$ cat src/rtl/cache_defs_pkg.sv
// Shared definitions for the instruction-side memory arbiter: state/grant
// encodings and default geometry.
package cache_defs;

  localparam int unsigned IMEM_ADDR_W     = 32;
  localparam int unsigned IMEM_BEAT_W     = 32;
  localparam int unsigned IMEM_LINE_BEATS = 4;

  localparam int unsigned LINE_W        = IMEM_LINE_BEATS * IMEM_BEAT_W;
  localparam int unsigned BEAT_OFFSET_W = $clog2(IMEM_BEAT_W / 8);

  typedef enum logic [1:0] {
    ARB_IDLE,
    ARB_IC_BUSY,
    ARB_PTW_BUSY,
    ARB_DRAIN
  } type_imem_arb_state_e;

  typedef enum logic {
    ARB_GRANT_IC,
    ARB_GRANT_PTW
  } type_imem_arb_grant_e;

endpackage

$ cat src/rtl/imem_line_assembler.sv
// Refill line assembly: beat counter, per-slot capture and a final-beat bypass
// so the completed line is presented in the same cycle as the last bus ack.
module imem_line_assembler
  import cache_defs::*;
#(
  parameter int unsigned BEAT_W     = IMEM_BEAT_W,
  parameter int unsigned LINE_BEATS = IMEM_LINE_BEATS
) (
  input  logic                         clk,
  input  logic                         rst_n,
  input  logic                         clr_i,
  input  logic                         beat_we_i,
  input  logic                         commit_i,
  input  logic [BEAT_W-1:0]            rdata_i,
  output logic                         last_beat_o,
  output logic [LINE_BEATS*BEAT_W-1:0] line_o
);

  localparam int unsigned CNT_W = $clog2(LINE_BEATS);
  localparam int unsigned BUF_W = (LINE_BEATS - 1) * BEAT_W;
  localparam int unsigned LW    = LINE_BEATS * BEAT_W;

  logic [CNT_W-1:0] cnt_q, cnt_d;
  logic [BUF_W-1:0] buf_q, buf_d;
  logic [LW-1:0]    line_q, line_d;
  logic [LW-1:0]    full_line;

  // The last slot is never stored: it is taken straight from the bus.
  assign full_line   = {rdata_i, buf_q};
  assign last_beat_o = (cnt_q == CNT_W'(LINE_BEATS - 1));
  assign line_o      = commit_i ? full_line : line_q;

  always_comb begin
    cnt_d  = cnt_q;
    buf_d  = buf_q;
    line_d = line_q;
    if (clr_i) begin
      cnt_d = '0;
    end else if (beat_we_i) begin
      cnt_d = cnt_q + CNT_W'(1);
      for (int unsigned i = 0; i < LINE_BEATS - 1; i++) begin
        if (cnt_q == CNT_W'(i)) begin
          buf_d[i*BEAT_W +: BEAT_W] = rdata_i;
        end
      end
    end
    if (commit_i) begin
      line_d = full_line;
    end
  end

  always_ff @(posedge clk) begin
    if (!rst_n) begin
      cnt_q  <= '0;
      buf_q  <= '0;
      line_q <= '0;
    end else begin
      cnt_q  <= cnt_d;
      buf_q  <= buf_d;
      line_q <= line_d;
    end
  end

endmodule

$ cat src/rtl/imem_arbiter.sv
// Shares the instruction-side memory port between icache refills (multi-beat)
// and the MMU page-table walker (single beat) with round-robin arbitration.
module imem_arbiter
  import cache_defs::*;
#(
  parameter int unsigned ADDR_W     = IMEM_ADDR_W,
  parameter int unsigned BEAT_W     = IMEM_BEAT_W,
  parameter int unsigned LINE_BEATS = IMEM_LINE_BEATS
) (
  input  logic                         clk,
  input  logic                         rst_n,
  input  logic                         ic_req_i,
  input  logic [ADDR_W-1:0]            ic_addr_i,
  input  logic                         ic_kill_i,
  output logic                         ic_ack_o,
  output logic [LINE_BEATS*BEAT_W-1:0] ic_line_o,
  input  logic                         ptw_req_i,
  input  logic [ADDR_W-1:0]            ptw_addr_i,
  output logic                         ptw_ack_o,
  output logic [BEAT_W-1:0]            ptw_rdata_o,
  output logic                         mem_req_o,
  output logic [ADDR_W-1:0]            mem_addr_o,
  input  logic                         mem_ack_i,
  input  logic [BEAT_W-1:0]            mem_rdata_i
);

  localparam int unsigned BEAT_BYTES = BEAT_W / 8;
  localparam int unsigned LINE_BYTES = LINE_BEATS * BEAT_BYTES;
  localparam logic [ADDR_W-1:0] LINE_MASK = ~ADDR_W'(LINE_BYTES - 1);

  type_imem_arb_state_e state_q, state_d;
  type_imem_arb_grant_e last_grant_q, last_grant_d;
  logic                 req_q, req_d;
  logic [ADDR_W-1:0]    addr_q, addr_d;
  logic [BEAT_W-1:0]    ptw_rdata_q;

  logic ic_elig, ptw_elig, grant_ic;
  logic clr, beat_we, commit, last_beat;
  logic ic_ack_c, ptw_ack_c;

  assign ic_elig  = ic_req_i & ~ic_kill_i;
  assign ptw_elig = ptw_req_i;
  assign grant_ic = ic_elig & (~ptw_elig | (last_grant_q == ARB_GRANT_PTW));

  always_comb begin
    state_d      = state_q;
    last_grant_d = last_grant_q;
    req_d        = req_q;
    addr_d       = addr_q;
    clr          = 1'b0;
    beat_we      = 1'b0;
    commit       = 1'b0;
    ic_ack_c     = 1'b0;
    ptw_ack_c    = 1'b0;
    case (state_q)
      ARB_IDLE: begin
        if (grant_ic) begin
          addr_d       = ic_addr_i & LINE_MASK;
          last_grant_d = ARB_GRANT_IC;
          clr          = 1'b1;
          req_d        = 1'b1;
          state_d      = ARB_IC_BUSY;
        end else if (ptw_elig) begin
          addr_d       = ptw_addr_i;
          last_grant_d = ARB_GRANT_PTW;
          clr          = 1'b1;
          req_d        = 1'b1;
          state_d      = ARB_PTW_BUSY;
        end
      end
      ARB_IC_BUSY: begin
        if (mem_ack_i) begin
          beat_we = 1'b1;
          addr_d  = addr_q + ADDR_W'(BEAT_BYTES);
        end
        // A kill wins over a coincident final beat; the line is discarded.
        if (ic_kill_i) begin
          state_d = ARB_DRAIN;
          if (mem_ack_i) begin
            req_d = 1'b0;
          end
        end else if (mem_ack_i && last_beat) begin
          commit   = 1'b1;
          ic_ack_c = 1'b1;
          req_d    = 1'b0;
          state_d  = ARB_IDLE;
        end
      end
      ARB_PTW_BUSY: begin
        if (mem_ack_i) begin
          ptw_ack_c = 1'b1;
          req_d     = 1'b0;
          state_d   = ARB_IDLE;
        end
      end
      ARB_DRAIN: begin
        if (!req_q || mem_ack_i) begin
          req_d   = 1'b0;
          state_d = ARB_IDLE;
        end
      end
      default: begin
        req_d   = 1'b0;
        state_d = ARB_IDLE;
      end
    endcase
  end

  always_ff @(posedge clk) begin
    if (!rst_n) begin
      state_q      <= ARB_IDLE;
      last_grant_q <= ARB_GRANT_IC;
      req_q        <= 1'b0;
      addr_q       <= '0;
      ptw_rdata_q  <= '0;
    end else begin
      state_q      <= state_d;
      last_grant_q <= last_grant_d;
      req_q        <= req_d;
      addr_q       <= addr_d;
      if (ptw_ack_c) begin
        ptw_rdata_q <= mem_rdata_i;
      end
    end
  end

  imem_line_assembler #(
    .BEAT_W     (BEAT_W),
    .LINE_BEATS (LINE_BEATS)
  ) u_line_asm (
    .clk         (clk),
    .rst_n       (rst_n),
    .clr_i       (clr),
    .beat_we_i   (beat_we),
    .commit_i    (commit & rst_n),
    .rdata_i     (mem_rdata_i),
    .last_beat_o (last_beat),
    .line_o      (ic_line_o)
  );

  // Acks are suppressed while reset is held so in-flight data is dropped.
  assign ic_ack_o    = ic_ack_c & rst_n;
  assign ptw_ack_o   = ptw_ack_c & rst_n;
  assign ptw_rdata_o = ptw_ack_o ? mem_rdata_i : ptw_rdata_q;
  assign mem_req_o   = req_q;
  assign mem_addr_o  = addr_q;

  a_ic_hold: assert property (@(posedge clk) disable iff (!rst_n)
    (state_q == ARB_IC_BUSY) |-> (ic_req_i || ic_kill_i));

  a_ptw_hold: assert property (@(posedge clk) disable iff (!rst_n)
    (state_q == ARB_PTW_BUSY) |-> ptw_req_i);

endmodule

$ cat config.mk
export PLATFORM = sky130hd
export DESIGN_NAME = imem_arbiter
export DESIGN_NICKNAME = d
export VERILOG_FILES = /design/src/rtl/cache_defs_pkg.sv /design/src/rtl/imem_line_assembler.sv /design/src/rtl/imem_arbiter.sv
export SDC_FILE = /design/constraint.sdc
export NUM_CORES = 1
export LEC_CHECK = 0
export ABC_CLOCK_PERIOD_IN_PS = 3600
export BUFFER_PORTS_ARGS = -buffer_cell sky130_fd_sc_hd__buf_4
export CORE_MARGIN = 1.5
export CORE_UTILIZATION = 45
export CTS_BUF_LIST = sky130_fd_sc_hd__clkbuf_4 sky130_fd_sc_hd__clkbuf_8 sky130_fd_sc_hd__clkbuf_16
export DETAILED_ROUTE_END_ITERATION = 16
export GPL_TIMING_DRIVEN = 0
export PLACE_DENSITY = 0.79
export SLEW_MARGIN = 15
export SYNTH_ARGS = -nofsm -noshare
export SYNTH_HDL_FRONTEND = slang
export SYNTH_SLANG_ARGS = --single-unit
export TNS_END_PERCENT = 1
$ cat constraint.sdc
create_clock -name clk -period 3.6 [get_ports clk]
set_input_delay 0.72 -clock clk [delete_from_list [all_inputs] [get_ports clk]]
set_output_delay 0.72 -clock clk [all_outputs]
set_load 0.1 [all_outputs]
==> results of run 1 <==
[state kept, by name, summed over array words and instances, names as in the netlist]
signal / cells
last_grant_q: 1
mem_addr_o: 32
mem_req_o: 1
ptw_rdata_q: 32
state_q: 2
u_line_asm.buf_q: 96
u_line_asm.cnt_q: 2
u_line_asm.line_q: 128
[where the power goes]
group,internal [mW],switching (mW)
clock,1.99,1.32
combinational,0.335,0.973
sequential,3.34,0.0969
total,5.66,2.39
[worst paths after layout]
check                          to  depth (start not counted)
max                 ic_line_o[37]                          8
min reg2reg  u_line_asm.buf_q[23]                          2
min               ptw_rdata_q[26]                          2
max reg2reg        mem_addr_o[30]                          6
[final cells by class]
type | instances | share of cell area (%)
multi-input combinational | 924 | 37.7
inverter | 4 | 0.101
clock buffer | 43 | 5.70
timing repair buffer | 290 | 13.5
tap | 341 | 2.66
clock inverter | 15 | 0.997
sequential | 294 | 36.6
buffer | 96 | 2.70
[what timing repair did]
action | in CTS | in global routing
resized for setup | 11 | 19
hold endpoints to repair | 0 | 0
setup endpoints to repair | 138 | 129
buffers inserted | 0 | 0
[through the flow]
stage	TNS [ns]	cells
finish	0	2007
global route	-0.710	2007
CTS	-2.23	2007
detailed placement	-6.60	1949
global placement	-5.73	1949
floorplan	0	1318
[synth_stat cells (2+ instances only)]
| cell | instances |
|---|---|
| o22a_1 | 3 |
| nand2b_1 | 5 |
| o21bai_1 | 2 |
| or4_1 | 2 |
| o21ai_0 | 36 |
| nand3b_1 | 2 |
| nor2_1 | 20 |
| nor2b_1 | 7 |
| clkbuf_1 | 76 |
| o22ai_1 | 3 |
| a31oi_1 | 5 |
| dfxtp_1 | 294 |
| a32o_1 | 3 |
| inv_1 | 3 |
| o32ai_1 | 2 |
| a21oi_1 | 129 |
| or3_1 | 2 |
| and2_1 | 130 |
| nor3b_1 | 3 |
| nand2_1 | 241 |
| nor4_1 | 6 |
| a22oi_1 | 2 |
| and3_1 | 8 |
| a211oi_1 | 5 |
| ha_1 | 5 |
| buf_2 | 19 |
| nand3_1 | 28 |
| mux2i_1 | 15 |
| mux2_2 | 170 |
| a22o_1 | 32 |
| a211o_1 | 2 |
| o2bb2ai_1 | 2 |
| nand4_1 | 12 |
| o211ai_1 | 3 |
| nor3_1 | 14 |
| a311oi_1 | 2 |
| or4_4 | 2 |
[critical path: stages, from the launching register on]
cell,delay (ns)
dfxtp_1,0.40
nor2b_1,0.14
buf_2,0.18
nand2_2,0.17
nor3_4,0.26
buf_6,0.20
buf_4,0.23
mux2_2,0.40
buf_4,0.24
[logic make-up after synthesis]
group                    Yosys count  synth area share (%)
AND/OR/NAND/NOR                  490                  19.6
flip-flops                       294                  47.8
AO/OA/AOI/OAI                    243                  12.1
multiplexers                     185                  16.8
buffers and inverters            100                  3.24
adder cells (fa/ha/maj)            5                 0.508
XOR/XNOR                           1                0.0711
[cells in the final DEF (no fill, tap or decap), types with 6 or more instances in the layout]
cell type and instances:
a21oi_1 129, a22o_1 32, and2_1 130, and3_1 8
buf_4 297, clkbuf_1 72, clkbuf_16 31, clkbuf_4 10
clkbuf_8 8, clkinv_2 10, dfxtp_1 294, mux2_2 170
mux2i_1 15, nand2_1 240, nand3_1 28, nand4_1 12
nor2_1 20, nor2b_1 7, nor3_1 13, nor4_1 6
o21ai_0 36
[routing by layer]
| metal | up-vias | wire length [um] | track usage (%) |
|---|---|---|---|
| met2 | 417 | 18800 | 46.7 |
| met3 | 61 | 3380 | 6.85 |
| met1 | 5236 | 16200 | 33.0 |
| met5 | - | 0 | 0 |
| met4 | 0 | 977 | 7.65 |
| li1 | 5200 | - | - |
==> results.md, run 1 <==
* Status: completed
* Post-synthesis sequential area ratio at 47.8%
* Share of the clock period used by the worst path after layout at approximately 100%
* Layout Area Growth over Synthesis at 30.4%
* Final Worst Setup Slack at 0.0873 ns
* Number of buffers added on ports at 290
* Global-route wire length before repair at 59.5 mm
* Worst setup path startpoint: state_q[0]
* Prevailing post-synth register cell: dfxtp_1
* H-Tree Depth at 1
* Core box area at roughly 27000 um^2
* Cell Pwr Density at 501 nW/um^2
* Highest net fanout along the worst path at 10
* Layout cell share with drive strength beyond 1 at 33.3%
* Total power at 8.04 mW
* Max rail drop VDD at 0.365 mV
* Hold wc startpoint: mem_rdata_i[26]
* Remaining Overflow, GRT at 0
* Maximum capacitance violations at 0
* Clock latency on the worst-skew pair at 0.55 ns
* Remaining DRCs at 0
* Number of inserted filler cells in the final layout at 2380
* Top-level I/O count at 297
* Final standard cell area without fillers at 16100 um^2
* Die Span X at ~170 um
* Placement-stage cell area at 14900 um^2
* Post-route ant nets at 0
* Post-layout nets at about 1700
* Area of all sequential standard cells at 5890 um^2
* Leading cell types by total area after synthesis: dfxtp_1 (48%), mux2_2 (16%), nand2_1 (7.3%)
* Flops & latches, synth at 294
* Synthesized area at 12300 um^2
* Total detailed-routing wirelength at 39.4 mm
* Worst Setup End Kind: primary output
* Initial cell density of the core at between 40% and 50%
* Post-detailed-placement half-perimeter wirelength at about 29 mm
* Number of buffers created by CTS at 31
* Setup Viol. Count Final at 0
* CTS Buffer Depth at 3
* Die area at 28400 um^2
* Synth Instances at 1318
* CTS Root Buffer Type: clkbuf_16
* Synth area leader: dfxtp_1
* Worst endpoint data arrival time at 2.79 ns
* Setup repair after global routing missed its margin: true
* Count of flip-flops with a built-in enable after synthesis at 0
* Number of global-route vias before repair at 10700
* Async set-reset flop share out of synthesis at 0%
* Initial detailed-routing violation count at 567
* Worst path required time at around 2.9 ns
* Sinks on Clock Net at 294
* Standard-cell rows at 60
* Slew of the pin with the lowest slew margin at 1.07 ns
* Final Hold Vio Count at 0
* GP Congestion at 0.912
* Largest net degree at the start of global routing at 16
* Static leakage at roughly 6.8 nW
* Startpoint of the worst register-to-register path: mem_addr_o[2]
* Fraction of the core area covered by cells at the end of the flow at 59.6%
* Element type at the critical path start: register
* Area occupied by multi-input gates at 6050 um^2
* Die Height at 168 um
* Total nets after synthesis at 1425
* First-pass iteration count of the detailed router at 5
* Minimum clock period after layout at 3.51 ns
* Hold buffer count at cts at 0
* Diodes inserted at 0
* Clock Skews at roughly 0.0094 ns
* Warning count from the yosys run at 0
* Worst hold path class: input pin to register
* Portion of synthesized cell area occupied by the leading cell type at 47.8%
* Average cell area after synthesis at 9.35 um^2
* Placement Setup Slack at -0.368 ns
* Routed wire length per instance at 19.6 um
* Min Hold Slack at 0.437 ns
* Achievable frequency at 285 MHz
* Clock transition at the register clock pins on the worst setup and hold paths after CTS at 0.06 ns
* Number of slew-limit violations in the final report at 0
* Via-to-Cell Ratio at 5.44
* Number of distinct library cells after synthesis at 60
* CTS tree: done
* Antenna violations before repair at 0
* Vias after detailed routing at 10900
* Kind of critical path: register to primary output
* All-Layer GR Usage at 26.9%
* Worst setup slack for register-to-register paths at 1.02 ns
* Max transition margin at between 20% and 30%
Note: power is estimated with default switching activity, not from simulation.
==> inputs of run 2 (changes only) <==
--- a/config.mk
+++ b/config.mk
@@ -13,6 +13,7 @@
 export DETAILED_ROUTE_END_ITERATION = 16
 export GPL_TIMING_DRIVEN = 0
 export PLACE_DENSITY = 0.79
+export RECOVER_POWER = 25
 export SLEW_MARGIN = 15
 export SYNTH_ARGS = -nofsm -noshare
 export SYNTH_HDL_FRONTEND = slang
==> run 2 against run 1 <==
Net effect: flip-flop and latch count unchanged; power down 0.38%; combinational power about the same; fmax up 0.25%; critical endpoint unchanged.
==> results.md, run 2 (synthesis gave the netlist of run 1 again) <==
* Clock Skews at 0.00950 ns
* Max rail drop VDD at 0.365 mV
* Final Hold Vio Count at 0
* Share of the clock period used by the worst path after layout at 97.3%
* Min Hold Slack at 0.437 ns
* Post-detailed-placement half-perimeter wirelength at approximately 29 mm
* Element type at the critical path start: register
* Core box area at 27000 um^2
* Worst hold path class: input pin to register
* Setup repair after global routing missed its margin: true
* Setup repair bufs after CTS at 0
* Static leakage at roughly 6.7 nW
* Remaining Overflow, GRT at 0
* Number of buffers added on ports at 290
* Top-level I/O count at 297
* CTS Root Buffer Type: clkbuf_16
* CTS Buffer Depth at 3
* Layout cell share with drive strength beyond 1 at around a third
* Post-layout nets at 1748
* Status: completed
* Fraction of the core area covered by cells at the end of the flow at 59.3%
* Highest net fanout along the worst path at 10
* Area occupied by multi-input gates at 6050 um^2
* Area of all sequential standard cells at 5890 um^2
* Registers with the highest flip-flop counts: u_line_asm.line_q (128), u_line_asm.buf_q (96)
* Clock transition at the register clock pins on the worst setup and hold paths after CTS at roughly 0.06 ns
* Top library cells by usage in the layout, fill and taps aside: dfxtp_1 (294), buf_4 (273), nand2_1 (240)
* Register containing the most flip-flops in the final layout: u_line_asm.line_q
* Setup Viol. Count Final at 0
* Routed wire length per instance at 19.6 um
* Initial detailed-routing violation count at 621
* Maximum capacitance violations at 0
* Most frequent standard cell in the layout excluding fill and tap cells: dfxtp_1
* Post-route ant nets at 0
* Die Height at 168 um
* Remaining DRCs at 0
* Number of buffers created by CTS at 31
* Layout Area Growth over Synthesis at 29.6%
* Via-to-Cell Ratio at 5.46
* Minimum clock period after layout at 3.50 ns
* GP Congestion at between 0.9 and 1
* Cell Pwr Density at 501 nW/um^2
* Standard-cell rows at 60
* Sinks on Clock Net at 294
* Number of inserted filler cells in the final layout at between 2000 and 2500
* Kind of critical path: register to primary output
* Slew of the pin with the lowest slew margin at 1.23 ns
* Total detailed-routing wirelength at 39.3 mm
* Vias after detailed routing at 11000
* Largest net degree at the start of global routing at 16
* Die area at 28400 um^2
* Die Span X at 168 um
* All-Layer GR Usage at 26.9%
* Clock latency on the worst-skew pair at approximately 0.55 ns
* Diodes inserted at 0
* First-pass iteration count of the detailed router at 5
* Antenna violations before repair at 0
* Global-route wire length before repair at 59.5 mm
* Achievable frequency at 285 MHz
* Initial cell density of the core at 45.7%
* Number of slew-limit violations in the final report at 0
* Worst Setup End Kind: primary output
* Worst path required time at 2.88 ns
* CTS tree: done
* H-Tree Depth at 1
* Flip-flop count of the largest register after layout at about 130
* Number of global-route vias before repair at 10700
* Max transition margin at 18.3%
* Worst endpoint data arrival time at 2.78 ns
==> run 2: cell count changes in the layout (fill, tap and decap cells not counted) <==
cell      change
buf_2         -1
buf_4        -24
clkbuf_1     +25
==> run 2: stage by stage <==
stage / cells / power, mW / TNS [ns] / instance area (um^2) / worst slack [ns]
after floorplan: 1318 / 4.38 / 0 / 12300 / 0.175
after global placement: 1949 / 4.78 / -5.73 / 14900 / -0.330
after detailed placement: 1949 / 4.79 / -6.60 / 14900 / -0.368
after CTS: 2007 / 8.08 / -2.23 / 16000 / -0.138
after global routing: 2007 / 8.25 / -0.710 / 16000 / -0.0318
final: 2007 / 8.01 / 0 / 16000 / 0.0960
==> run 2: worst paths after layout <==
path | startpoint | endpoint | slack, ns | cells past startpoint
hold / removal | mem_rdata_i[26] | ptw_rdata_q[26] | 0.44 | 2
hold reg to reg | u_line_asm.buf_q[23] | u_line_asm.buf_q[23] | 0.45 | 2
setup reg to reg | mem_addr_o[2] | mem_addr_o[30] | 1.05 | 6
setup / recovery | state_q[0] | ic_line_o[37] | 0.1 | 8
==> run 2: power breakdown <==
part / switching (mW) / internal [mW]
registers: 0.0951 / 3.34
clock network: 1.32 / 1.99
logic: 0.972 / 0.305
==> run 2: repair_timing <==
item,in CTS,in global routing
hold buffers,0,0
resized for setup,11,19
endpoints found under the setup margin,138,129
==> run 2: final cells by class <==
cell class,instances,area share (%)
Clock inverter,15,1.00
Clock buffer,43,5.73
Sequential cell,294,36.8
Tap cell,341,2.67
Buffer,96,2.71
Timing Repair Buffer,290,13.1
Inverter,4,0.102
Multi-Input combinational cell,924,37.9
==> run 2: metal layers <==
metal	vias up	wire length (um)	share of wire, %	track usage, %
met5	-	0	0	0
met4	0	990	2.5	7.65
met3	64	3490	8.9	6.85
met2	433	18700	48	46.7
met1	5254	16000	41	33.0
li1	5203	-	-	-
==> run 2: worst max-delay path: stages, from the launching register on <==
cell,delay (ns)
dfxtp_1,0.40
nor2b_1,0.14
buf_2,0.18
nand2_2,0.17
nor3_4,0.25
buf_6,0.20
buf_4,0.23
mux2_2,0.40
buf_4,0.24
==> inputs of run 3 (changes only) <==
--- a/config.mk
+++ b/config.mk
@@ -5,17 +5,18 @@
 export SDC_FILE = /design/constraint.sdc
 export NUM_CORES = 1
 export LEC_CHECK = 0
-export ABC_CLOCK_PERIOD_IN_PS = 3600
+export ABC_CLOCK_PERIOD_IN_PS = 4000
 export BUFFER_PORTS_ARGS = -buffer_cell sky130_fd_sc_hd__buf_4
 export CORE_MARGIN = 1.5
 export CORE_UTILIZATION = 45
 export CTS_BUF_LIST = sky130_fd_sc_hd__clkbuf_4 sky130_fd_sc_hd__clkbuf_8 sky130_fd_sc_hd__clkbuf_16
 export DETAILED_ROUTE_END_ITERATION = 16
 export GPL_TIMING_DRIVEN = 0
-export PLACE_DENSITY = 0.79
+export PLACE_DENSITY = 0.78
 export RECOVER_POWER = 25
-export SLEW_MARGIN = 15
+export SLEW_MARGIN = 20
 export SYNTH_ARGS = -nofsm -noshare
 export SYNTH_HDL_FRONTEND = slang
+export SYNTH_HIERARCHICAL = 1
 export SYNTH_SLANG_ARGS = --single-unit
 export TNS_END_PERCENT = 1
==> constraint.sdc (replaced) <==
create_clock -name clk -period 4 [get_ports clk]
set_input_delay 0.8 -clock clk [delete_from_list [all_inputs] [get_ports clk]]
set_output_delay 0.8 -clock clk [all_outputs]
set_load 0.1 [all_outputs]
==> run 3 against run 2 <==
Net effect: combinational power shrank 15%; setup slack better by 0.12 ns; die area grew 6.4%; largest power group unchanged; highest routed layer unchanged; final cell count decreased by 1.9%.
==> results.md, run 3 <==
* Worst hold path class: register to register
* Die Span X at 174 um
* Clock transition at the register clock pins on the worst setup and hold paths after CTS at 0.07 ns
* Antenna violations before repair at 1
* Warning count from the yosys run at 6
* Post-route insts no fill at about 2000
* Placement Setup Slack at 0.387 ns
* Standard-cell rows at 62
* Initial cell density of the core at between 40% and 50%
* Register containing the most flip-flops in the final layout: u_line_asm/line_q
* Number of distinct library cells after synthesis at 60
* Largest net degree at the start of global routing at 15
* Achievable frequency at 265 MHz
* H-Tree Depth at 1
* Length in cells of the worst reg-to-reg path at 8
* Number of buffer and inverter instances along the worst setup path at 3
* CTS Root Buffer Type: clkbuf_16
* Switch share at 29.5%
* Share of the clock period used by the worst path after layout at 94.5%
* Clock latency on the worst-skew pair at 0.55 ns
* GP Congestion at 0.926
* Share of power burned in the clock network at 41.6%
* Core box area at approximately 29000 um^2
* Sinks on Clock Net at 294
* Post-detailed-placement half-perimeter wirelength at 29.8 mm
* CTS tree: done
* Area of all sequential standard cells at just under 6000 um^2
* Worst Setup End Kind: primary output
* Routed wire length per instance at about 20 um
* Number of inserted filler cells in the final layout at around 2500
* Static leakage at ~7.7 nW
* Highest net fanout along the worst path at 10
* Delay-heaviest family, CP: simple AND/OR/NAND/NOR gates
* First-pass iteration count of the detailed router at 5
* Area occupied by multi-input gates at ~6600 um^2
* Average cell area after synthesis at 10.6 um^2
* Worst path required time at 3.20 ns
* Die area at 30200 um^2
* Most frequent standard cell in the layout excluding fill and tap cells: dfxtp_1
* Registers with the highest flip-flop counts: u_line_asm/line_q (128), u_line_asm/buf_q (96)
* Post-route ant nets at 0
* Worst setup path startpoint: state_q[0]
* Maximum capacitance violations at 0
* Final Hold Vio Count at 0
* Top-level I/O count at 297
* Hold wc startpoint: u_line_asm/buf_q[64]
* Async set-reset flop share out of synthesis at 0%
* Synth area leader: dfxtp_1
* Kind of critical path: register to primary output
* Most instantiated cells after synthesis: dfxtp_1 (294), nand2_1 (164), and2_1 (128), mux2_4 (115), mux2i_1 (112)
* Setup Viol. Count Final at 0
* Final Worst Setup Slack at 0.220 ns
* Synth Instances at about 1200
* Critical path's largest stage delay at 0.39 ns
* Number of buffers added on ports at 291
* Element type at the critical path start: register
* Cell Pwr Density at 427 nW/um^2
* Min-Delay Path Depth at 2
* Max rail drop VDD at 0.315 mV
* Crit-path cells: nor2b_2 > nand2_1 > nor3_4 > buf_6 > buf_8 > mux2_4 > buf_4
* Synthesized area at 13100 um^2
* Post-layout nets at about 1700
* Global-route wire length before repair at between 60 and 70 mm
* Max transition margin at 19.1%
* Layout Area Growth over Synthesis at 27.3%
* Total detailed-routing wirelength at 39.3 mm
* Die Height at 174 um
* Total nets after synthesis at roughly 1300
* Most common cell in the netlist: dfxtp_1
* Total instance count after detailed placement at 1911
* Minimum clock period after layout at 3.78 ns
* Relative contribution of sequential cells to total power at a little over two fifths
* Number of slew-limit violations in the final report at 0
* Setup repair after global routing missed its margin: false
* Worst setup slack for register-to-register paths at 1.21 ns
* Min Hold Slack at 0.460 ns
* Post-synthesis sequential area ratio at 44.9%
* Vias after detailed routing at 10600
* Status: completed
* Clock Skews at 0.0137 ns
* CTS Buffer Depth at 3
* Internal at 5.03 mW
* All-Layer GR Usage at 25.4%
* End point of the worst hold path: u_line_asm/buf_q[64]
* Setup TNS at 0 ns
* Via-to-Cell Ratio at 5.38
* Startpoint of the worst register-to-register path: state_q[0]
* Flops & latches, synth at roughly 290
* Slew of the pin with the lowest slew margin at between 1 and 1.5 ns
* Count of flip-flops with a built-in enable after synthesis at 0
* Endpoint of the lowest-slack register-to-register path: u_line_asm/buf_q[28]
* Remaining Overflow, GRT at 0
* Prevailing post-synth register cell: dfxtp_1
* Portion of synthesized cell area occupied by the leading cell type at 44.9%
* Combinational share of power at between 10% and 20%
* Top library cells by usage in the layout, fill and taps aside: dfxtp_1 (294), buf_4 (266), nand2_1 (164)
* Net Switching at 2.10 mW
* Leading cell types by total area after synthesis: dfxtp_1 (45%), mux2_4 (13%), mux2i_1 (8.5%)
* Number of global-route vias before repair at between 10000 and 15000
* Remaining DRCs at 0
* Flip-flop count of the largest register after layout at 128
* Number of buffers created by CTS at 31
* Worst endpoint data arrival time at slightly below 3 ns
* Layout cell share with drive strength beyond 1 at 32.8%
* Initial detailed-routing violation count at 633
* Library cell contributing the largest single delay on the critical path: dfxtp_1
[run 3: worst register-to-register path: stages (launching register included)]
cell,delay (ns)
dfxtp_1,0.34
clkbuf_1,0.22
nor2_1,0.33
o21ai_0,0.34
inv_1,0.41
nand3b_1,0.18
clkbuf_1,0.34
buf_4,0.31
mux2i_1,0.24
[run 3: final cells by class]
cell class	count	share of cell area (%)
Multi-Input combinational cell	841	39.5
Sequential cell	294	35.2
Timing Repair Buffer	291	12.3
Clock buffer	46	5.73
Buffer	88	3.33
Tap cell	384	2.88
Clock inverter	11	0.682
Inverter	13	0.292
Antenna cell	1	0.0150
[run 3: stage by stage]
| step | instance area (um^2) | utilization, % | power [mW] |
|---|---|---|---|
| 2_1_floorplan | 13100 | - | 3.90 |
| 3_3_place_gp | 15800 | 55.0 | 4.25 |
| 3_5_place_dp | 15800 | 55.0 | 4.26 |
| 4_1_cts | 16900 | 58.8 | 7.21 |
| 5_1_grt | 16700 | 58.2 | 7.36 |
| 6_report | 16700 | 58.2 | 7.13 |
[run 3: timing repair]
action / 4_1_cts / 5_1_grt
setup buffers: 0 / 0
setup endpoints to repair: 0 / 96
resized for setup: 0 / 1
hold buffers: 0 / 0
[run 3: how the worst max path moves through the flow]
stage | to | slack [ns] | cells after the start
2_1_floorplan | ic_line_o[95] | 0.40 | 6
3_3_place_gp | ptw_rdata_o[18] | 0.42 | 6
3_5_place_dp | ptw_rdata_o[18] | 0.39 | 6
4_1_cts | ic_line_o[64] | 0.06 | 7
5_1_grt | ptw_rdata_o[28] | 0.12 | 6
6_report | ic_line_o[34] | 0.22 | 7
[run 3: cells by family (layout without fill, tap and decap cells)]
kind of cell	count (synthesis)	in the layout	synth area share, %
AOI/OAI and AO/OA	146	146	7.61
adders and majority gates	5	5	0.477
muxes	281	281	26.3
DFF	294	294	44.9
xor gates and xnor gates	1	1	0.0668
buffers and inverters	101	449	4.73
other	0	1	0
and+or+nand+nor	408	408	15.9
[run 3: layer usage]
metal	GRT usage (%)	share of wire, %	vias up
met4	11.2	4.3	0
li1	-	-	4942
met3	6.12	7.7	105
met1	30.6	41	5122
met5	0	0	-
met2	42.9	47	426
[run 3: power groups by stage]
stage / Combinational [mW] / Sequential (mW) / Clock, mW
detailed placement: 1.12 / 3.14 / 0
global route: 1.14 / 3.08 / 3.14
finish: 1.09 / 3.08 / 2.96
CTS: 1.12 / 3.08 / 3.01
global placement: 1.11 / 3.14 / 0
floorplan: 0.507 / 3.39 / 0
